**src/rtl/pool_arbiter_if.sv**
```systemverilog
// Bus between the per-channel conv outputs, the shared subsample instance and the tagged-result sink.
// slave = arbiter side, master = environment side.
interface pool_arbiter_if #(
  parameter int NUM_CH     = 4,
  parameter int DATA_WIDTH = 12,
  parameter int POOL_SIZE  = 10
);
  localparam int CH_WIDTH  = $clog2(NUM_CH);
  localparam int ACC_WIDTH = DATA_WIDTH + $clog2(POOL_SIZE);

  logic [NUM_CH-1:0]            arb_valid_in;
  logic [NUM_CH-1:0]            arb_ready_in;
  logic [NUM_CH*DATA_WIDTH-1:0] arb_data_in;
  logic                         arb_valid_out;
  logic                         arb_ready_out;
  logic [DATA_WIDTH-1:0]        arb_data_out;
  logic                         res_valid_in;
  logic                         res_ready_in;
  logic [ACC_WIDTH-1:0]         res_data_in;
  logic                         res_valid_out;
  logic                         res_ready_out;
  logic [ACC_WIDTH-1:0]         res_data_out;
  logic [CH_WIDTH-1:0]          res_ch_out;

  modport slave (
    input  arb_valid_in, arb_data_in, arb_ready_out, res_valid_in, res_data_in, res_ready_out,
    output arb_ready_in, arb_valid_out, arb_data_out, res_ready_in, res_valid_out, res_data_out,
           res_ch_out
  );

  modport master (
    output arb_valid_in, arb_data_in, arb_ready_out, res_valid_in, res_data_in, res_ready_out,
    input  arb_ready_in, arb_valid_out, arb_data_out, res_ready_in, res_valid_out, res_data_out,
           res_ch_out
  );
endinterface

```
**src/rtl/pool_arbiter.sv**
```systemverilog
// Round-robin window arbiter sharing one subsample accumulator across NUM_CH channels; results tagged
// with their channel. Optional sticky error flag under POOL_ARB_ERR_EN.
module pool_arbiter #(
  parameter int NUM_CH     = 4,
  parameter int DATA_WIDTH = 12,
  parameter int POOL_SIZE  = 10
) (
  input  logic          clk,
  input  logic          rst,
  pool_arbiter_if.slave bus
`ifdef POOL_ARB_ERR_EN
  ,
  output logic          arb_err
`endif
);
  localparam int CH_WIDTH = $clog2(NUM_CH);
  localparam int CNT_W    = ($clog2(POOL_SIZE) > 0) ? $clog2(POOL_SIZE) : 1;

  typedef enum logic {IDLE, LOCK} state_t;

  state_t              state_q;
  logic [CH_WIDTH-1:0] grant_q;
  logic [CH_WIDTH-1:0] grant_d;
  logic [CH_WIDTH-1:0] last_grant_q;
  logic [CH_WIDTH-1:0] cand;
  logic [CNT_W-1:0]    beat_cnt_q;
  logic                pend_vld_q;
  logic [CH_WIDTH-1:0] pend_ch_q;
  logic                fire;
  logic                last_beat;
  logic                res_hs;

  // First requester strictly after last_grant, wrapping; lowest offset is assigned last so it wins.
  always_comb begin
    grant_d = grant_q;
    cand    = '0;
    for (int k = NUM_CH; k >= 1; k--) begin
      cand = CH_WIDTH'((int'(last_grant_q) + k) % NUM_CH);
      if (bus.arb_valid_in[cand]) begin
        grant_d = cand;
      end
    end
  end

  always_comb begin
    bus.arb_ready_in  = '0;
    bus.arb_valid_out = 1'b0;
    bus.arb_data_out  = '0;
    if (state_q == LOCK) begin
      bus.arb_valid_out         = bus.arb_valid_in[grant_q];
      bus.arb_data_out          = bus.arb_data_in[grant_q*DATA_WIDTH +: DATA_WIDTH];
      bus.arb_ready_in[grant_q] = bus.arb_ready_out;
    end
  end

  assign bus.res_valid_out = bus.res_valid_in;
  assign bus.res_data_out  = bus.res_data_in;
  assign bus.res_ready_in  = bus.res_ready_out;
  assign bus.res_ch_out    = pend_ch_q;

  assign fire      = bus.arb_valid_out && bus.arb_ready_out;
  assign last_beat = fire && (beat_cnt_q == CNT_W'(POOL_SIZE - 1));
  assign res_hs    = bus.res_valid_out && bus.res_ready_out;

  always_ff @(posedge clk) begin
    if (rst) begin
      state_q      <= IDLE;
      grant_q      <= '0;
      last_grant_q <= CH_WIDTH'(NUM_CH - 1);
      beat_cnt_q   <= '0;
      pend_vld_q   <= 1'b0;
      pend_ch_q    <= '0;
`ifdef POOL_ARB_ERR_EN
      arb_err      <= 1'b0;
`endif
    end else begin
      case (state_q)
        IDLE: begin
          if (|bus.arb_valid_in) begin
            grant_q <= grant_d;
            state_q <= LOCK;
          end
        end
        LOCK: begin
          if (last_beat) begin
            beat_cnt_q   <= '0;
            last_grant_q <= grant_q;
            state_q      <= IDLE;
          end else if (fire) begin
            beat_cnt_q <= beat_cnt_q + 1'b1;
          end
        end
        default: state_q <= IDLE;
      endcase

      // A completing window outranks a same-cycle result handshake: the new tag must survive.
      if (last_beat) begin
        pend_vld_q <= 1'b1;
        pend_ch_q  <= grant_q;
      end else if (res_hs) begin
        pend_vld_q <= 1'b0;
      end

`ifdef POOL_ARB_ERR_EN
      if ((bus.res_valid_in && !pend_vld_q) || (last_beat && pend_vld_q && !res_hs)) begin
        arb_err <= 1'b1;
      end
`endif
    end
  end
endmodule

```
**src/flat_wrapper.sv**
```systemverilog
// flat-port wrapper written by rule: the top's interface ports become plain ports
module pool_arbiter_flat 
#(
  parameter int NUM_CH     = 4,
  parameter int DATA_WIDTH = 12,
  parameter int POOL_SIZE  = 10
)
  (clk, rst, bus_arb_valid_in, bus_arb_data_in, bus_arb_ready_out, bus_res_valid_in, bus_res_data_in, bus_res_ready_out, bus_arb_ready_in, bus_arb_valid_out, bus_arb_data_out, bus_res_ready_in, bus_res_valid_out, bus_res_data_out, bus_res_ch_out);
  pool_arbiter_if #(.NUM_CH(NUM_CH), .DATA_WIDTH(DATA_WIDTH), .POOL_SIZE(POOL_SIZE)) bus_i ();
  input  logic clk;
  input  logic rst;
  input wire logic [$bits(bus_i.arb_valid_in)-1:0] bus_arb_valid_in;
  input wire logic [$bits(bus_i.arb_data_in)-1:0] bus_arb_data_in;
  input wire logic [$bits(bus_i.arb_ready_out)-1:0] bus_arb_ready_out;
  input wire logic [$bits(bus_i.res_valid_in)-1:0] bus_res_valid_in;
  input wire logic [$bits(bus_i.res_data_in)-1:0] bus_res_data_in;
  input wire logic [$bits(bus_i.res_ready_out)-1:0] bus_res_ready_out;
  output wire logic [$bits(bus_i.arb_ready_in)-1:0] bus_arb_ready_in;
  output wire logic [$bits(bus_i.arb_valid_out)-1:0] bus_arb_valid_out;
  output wire logic [$bits(bus_i.arb_data_out)-1:0] bus_arb_data_out;
  output wire logic [$bits(bus_i.res_ready_in)-1:0] bus_res_ready_in;
  output wire logic [$bits(bus_i.res_valid_out)-1:0] bus_res_valid_out;
  output wire logic [$bits(bus_i.res_data_out)-1:0] bus_res_data_out;
  output wire logic [$bits(bus_i.res_ch_out)-1:0] bus_res_ch_out;
  assign bus_i.arb_valid_in = bus_arb_valid_in;
  assign bus_i.arb_data_in = bus_arb_data_in;
  assign bus_i.arb_ready_out = bus_arb_ready_out;
  assign bus_i.res_valid_in = bus_res_valid_in;
  assign bus_i.res_data_in = bus_res_data_in;
  assign bus_i.res_ready_out = bus_res_ready_out;
  assign bus_arb_ready_in = bus_i.arb_ready_in;
  assign bus_arb_valid_out = bus_i.arb_valid_out;
  assign bus_arb_data_out = bus_i.arb_data_out;
  assign bus_res_ready_in = bus_i.res_ready_in;
  assign bus_res_valid_out = bus_i.res_valid_out;
  assign bus_res_data_out = bus_i.res_data_out;
  assign bus_res_ch_out = bus_i.res_ch_out;
  pool_arbiter #(.NUM_CH(NUM_CH), .DATA_WIDTH(DATA_WIDTH), .POOL_SIZE(POOL_SIZE)) u_core (.clk(clk), .rst(rst), .bus(bus_i));
endmodule
```
**config.mk**
```make
export PLATFORM = sky130hd
export DESIGN_NAME = pool_arbiter_flat
export DESIGN_NICKNAME = d
export VERILOG_FILES = /design/src/rtl/pool_arbiter_if.sv /design/src/rtl/pool_arbiter.sv /design/src/flat_wrapper.sv
export SDC_FILE = /design/constraint.sdc
export NUM_CORES = 1
export LEC_CHECK = 0
export CORE_MARGIN = 2
export CORE_UTILIZATION = 29
export CTS_BUF_LIST = sky130_fd_sc_hd__clkbuf_8
export DETAILED_ROUTE_END_ITERATION = 16
export PLACE_DENSITY = 0.78
export SLEW_MARGIN = 0
export SYNTH_ARGS = -nofsm -noshare
export SYNTH_HDL_FRONTEND = slang
export SYNTH_SLANG_ARGS = --single-unit
```
**constraint.sdc**
```tcl
create_clock -name clk -period 2.1 [get_ports clk]
set_clock_uncertainty 0.2 [all_clocks]
set_input_delay 0.42 -clock clk [delete_from_list [all_inputs] [get_ports clk]]
set_output_delay 0.42 -clock clk [all_outputs]
set_load 0.1 [all_outputs]
```
== Word-level counts from Yosys, hierarchy flattened ==
Cells that the tools add are included.

* Bits in registers: 11
* Bits of input ports: 73
* Output and inout bits: 37
* Logic and storage cells: 54

* Add/subtract/negate cells: 5
* Multipliers: 1
* Magnitude comparators: 6
* Equal/unequal tests: 1
* Shift operators: 1
* Mux-type cells: 24
* Bitwise gates (word level): 2
* Reductions and logical operators: 9

{| class="wikitable"
|+ Operators by type and width
! kind !! number
|-
| $shiftx A48 B7 Y12 || 1
|-
| $lt A2 B3 Y1 const B || 5
|-
| $mux W12 || 1
|-
| $mux W4 || 3
|-
| $bmux W1 S2 || 5
|-
| $mux W1 || 9
|-
| $mux W2 || 4
|-
| $add A2 B1 Y2 const B || 2
|-
| $add A2 B2 Y2 const B || 2
|-
| $add A4 B1 Y4 const B || 1
|-
| $and A4 B4 Y4 || 1
|-
| $eq A4 B4 Y1 const B || 1
|-
| $mul A2 B2 Y4 const B || 1
|-
| $reduce_and A2 Y1 || 2
|-
| $reduce_bool A4 Y1 || 1
|-
| $reduce_or A4 Y1 || 1
|-
| $logic_and A1 B1 Y1 || 3
|-
| $reduce_and A3 Y1 || 1
|-
| $demux W1 S2 || 1
|-
| $ge A2 B1 Y1 const B || 1
|-
| $pmux W1 S2 || 1
|-
| $reduce_bool A2 Y1 || 1
|-
| $not A1 Y1 || 1
|}

== Depth between registers and ports, before layout ==
* Depth in word-level cells: 7
* Mapped depth: 6
* Mapped depth without buffers: 6

== Worst setup path after synthesis ==
OpenSTA, ideal clock, no wires.

* Kind: register -> output
* Start: reg u_core.grant_q[0]
* End: out bus_arb_ready_in[1]
* Arrival: 2041 ps
* Required time: 1480 ps
* Slack: -561 ps
* Stages on the path, launching flop included: 5
* Path buffers: 2
* Cells stage by stage: dfxtp_1 > buf_6 > buf_2 > inv_1 > nor2_1

* Longest elaborated chain between the ends: 6
* Elaborated cells on any way between the ends: 7
* Those cells by class: 2 x order compare; 3 x mux; 1 x bitwise; 1 x reduce/logical

{| class="wikitable"
|+ Ends and longest elaborated chain
! what !! RTL line !! text
|-
| start, declared || pool_arbiter.sv:22 || <nowiki>logic [CH_WIDTH-1:0] grant_q;</nowiki>
|-
| start signal, assigned || pool_arbiter.sv:80 || <nowiki>grant_q <= grant_d;</nowiki>
|-
| $lt A2 B3 Y1 (not written as such) or $ge A2 B1 Y1 (tied branches) || pool_arbiter.sv:52 || <nowiki>bus.arb_ready_in[grant_q] = bus.arb_ready_out;</nowiki>
|-
| $logic_and A1 B1 Y1 (not written as such) || pool_arbiter.sv:52 ||
|-
| $mux W1 (not written as such) || pool_arbiter.sv:52 ||
|-
| $demux W1 S2 * || -- ||
|-
| $and A4 B4 Y4 (no line) * || -- ||
|-
| $mux W4 * || pool_arbiter.sv:49 || <nowiki>if (state_q == LOCK) begin</nowiki>
|-
| end, declared || flat_wrapper.sv:18 || <nowiki>output wire logic [$bits(bus_i.arb_ready_in)-1:0] bus_arb_ready_in;</nowiki>
|}

Every way passes the cells marked *; elsewhere a longest branch is shown, timed or not.

== Final worst setup path ==
* Start: reg u_core.grant_q[0]
* End: out bus_arb_data_out[9]

* Longest elaborated chain between the ends: 3

{| class="wikitable"
|+ Ends and longest elaborated chain
! what !! RTL line !! text
|-
| $mul A2 B2 Y4 || pool_arbiter.sv:51 || <nowiki>bus.arb_data_out = bus.arb_data_in[grant_q*DATA_WIDTH +: DATA_WIDTH];</nowiki>
|-
| $shiftx A48 B7 Y12 || pool_arbiter.sv:51 ||
|-
| $mux W12 || pool_arbiter.sv:49 ||
|-
| end, declared || flat_wrapper.sv:20 || <nowiki>output wire logic [$bits(bus_i.arb_data_out)-1:0] bus_arb_data_out;</nowiki>
|}

No other way between the ends.

==> flow_summary.toml <==
[status]
status = "complete, but fails checks"
violations = "negative setup slack"

[drt]
drt-vias-per-instance = 5.041
routed-wl-met2_um = 1759
routed_wl_um = 3667
drc_errors = 0
dr_wl_met3_um = 516
dr.pass1.iters = 6
detail-route-antenna-nets = 0
dr.first_iter.drc_count = 33
highest_layer = "met4"
post_drt_wl_per_cell_um = 14.91
wl_met1_um = 1371
via_count = 1240

[yosys]
synth_edf_count = 0
synth.distinct_cells = 32
synth_seq_cells = 11
postSynthAreaPerCell_um2 = 9.074
synth.cell_area_mm2 = 0.001152
ys_seq_area_share_pct = 19.11
synth_ff_type = "dfxtp_1"
ys_top_cells_by_count = "buf_4 (18), and2_1 (12), dfxtp_1 (11)"
synth-async-reset-ratio_pct = 0
synth_area_leaders = "dfxtp_1 (19%), mux4_2 (16%), buf_4 (12%)"
syn-instance-count = 127
yosysMostFrequentCell = "buf_4"
synth_nets = 202
yosysTopAreaCell = "dfxtp_1"
yosysTopAreaCellShare_pct = 19.11
ys.warnings.count = 0

[floorplan]
io_pins = 110
rows = 22
chipHeight_um = 67.04
coreArea_mm2 = 0.003744
initial_core_util_pct = 30.78
dieArea_mm2 = 0.004494
die-width_um = 67.04

[setup_path]
r2r_slack_ps = 130
r2r_cells = 7
cp.required_ps = 1480
path_class = "register to output port"
cp.arrival_ps = 1570
cp-end-kind = "output port"
crit_fanout = 8
startpoint_type = "register"

[final_layout]
diodes = 0
areaGrowthSynthToFinish_pct = 88.82
nFillCells = 340
finalNetCount = 274
final_cell_count_no_fill = 246
drive_above_1_share_pct = 37.88

[placement]
hpwl_um = 2983
routabilityCongestion = 0.7651
io_buffers = 73
pre_cts_slack_ps = -259.4
dp.cells = 239

[grt]
overflow = 0
grt_pass1_vias = 1181
grt_pass1_wl_um = 5547
grt_usage_pct = 16.37
antenna_found_initial = 0
grt_max_degree = 15

[worst_hold_path]
hold_class = "register to register"
hold_depth = 2

[sta]
worstMarginPinSlew_ps = 657.6
hold_viol_final = 0
fin_crit_sh_pct = 104.4
rsz0062_at_grt = "yes"
slew_headroom_pct = 56.06
drv_slew = 0
setup_slack_ps = -92.63
finalCriticalPeriod_ps = 2193
hold_ws_ps = 312.2
finalSetupViolCount = 13
max_freq_ghz = 0.4561

[cts]
holdBufCountCts = 0
numCtsBuffers = 3
cts.sinks = 11
cts_root_buf = "clkbuf_8"
htreeDepth = 1
clkTransAtPathRegs_ps = 50
clock_latency_ps = 240
tritoncts = "yes"
cts_buffer_depth = 2

[power]
power.density_mw_per_mm2 = 450.6
ir_drop_mv = 0.4183
power.leakage_uw = 0.0009271

[flow_run]
cap_viol_max_count = 0
[flip-flops by register name, summed over array words and instances (netlist names)]
name	cells
u_core.beat_cnt_q	4
u_core.bus.res_ch_out	2
u_core.grant_q	2
u_core.last_grant_q	2
u_core.state_q	1
[metrics by stage]
stage	total power, uW	TNS, ps	utilization, %	cell area, um^2
after detailed placement	779.0	-3444	56.62	2120
after global placement	769.0	-2924	56.62	2120
after CTS	980.8	-961.2	57.65	2158
after global routing	1025	-1515	58.12	2176
after floorplan	684.6	-125.3	-	1187
final	980.3	-887.4	58.12	2176
[final timing paths]
| check | from | to |
|---|---|---|
| max | u_core.grant_q[0]$_SDFFE_PP0P_ | bus_arb_data_out[9] |
| max reg2reg | u_core.grant_q[0]$_SDFFE_PP0P_ | u_core.beat_cnt_q[2]$_SDFFE_PP0P_ |
| min reg2reg | u_core.beat_cnt_q[1]$_SDFFE_PP0P_ | u_core.beat_cnt_q[1]$_SDFFE_PP0P_ |
| min | u_core.beat_cnt_q[1]$_SDFFE_PP0P_ | u_core.beat_cnt_q[1]$_SDFFE_PP0P_ |
[worst max-delay path: stages, from the launching register on]
cell and delay (ps):
dfxtp_2 340, buf_8 150, mux4_2 520, and2_4 160
buf_12 160
[routing by layer]
metal	track usage [%]	vias to the layer above
li1	-	587
met1	18.56	583
met2	28.47	68
met3	7.095	2
met4	3.061	0
met5	0	-
[power breakdown]
part | total, uW | internal (uW) | leakage, uW | switching (uW)
clock network | 206 | 128 | 0.0000269 | 77.9
registers | 221 | 215 | 0.0000903 | 6.50
logic | 553 | 267 | 0.000810 | 286
total | 980 | 610 | 0.000927 | 370
[cells in the final DEF, fill, tap and decap left out]
cell / count
mux4_2: 12
or4_1: 2
dfxtp_1: 9
nor2_2: 4
buf_6: 1
dlygate4sd2_1: 48
nor3_1: 1
o21a_1: 1
buf_4: 15
buf_8: 2
a31o_2: 1
and3_4: 1
mux2i_4: 2
clkbuf_8: 3
nor2b_1: 1
clkdlybuf4s50_1: 4
a211oi_1: 2
o21ai_0: 8
nand2_1: 5
dfxtp_2: 2
a311oi_1: 2
or3_1: 2
buf_12: 20
o22a_1: 1
nor3b_1: 2
ha_1: 2
inv_1: 7
nand3b_1: 4
nor2_1: 3
nand3_1: 4
and2_4: 12
dlymetal6s2s_1: 2
o22ai_1: 1
a21oi_1: 7
a31oi_1: 1
nand2b_1: 4
[layout make-up]
class / instances / area [um^2] / area share, %
inverter: 6 / 22.52 / 1.035
tap: 48 / 60.06 / 2.760
clock buffer: 3 / 41.29 / 1.898
timing repair buffer: 92 / 1040 / 47.79
clock inverter: 1 / 3.754 / 0.1725
multi-input combinational: 85 / 785.8 / 36.11
sequential: 11 / 222.7 / 10.24
[kinds of logic after synthesis]
logic type,count (synthesis),synth area share [%]
buffers and inverters,31,17.48
muxes,14,26.49
and+or+nand+nor,45,22.15
adders and majority gates,2,2.171
AOI/OAI and AO/OA,24,12.60
DFF,11,19.11
[timing repair]
action / in CTS / in global routing
setup endpoints to repair: 13 / 19
pin swaps: 11 / 3
buffers inserted: 2 / 1
gates cloned: 0 / 0
gates resized for setup: 69 / 4
Power figures use the tool's default switching activity.
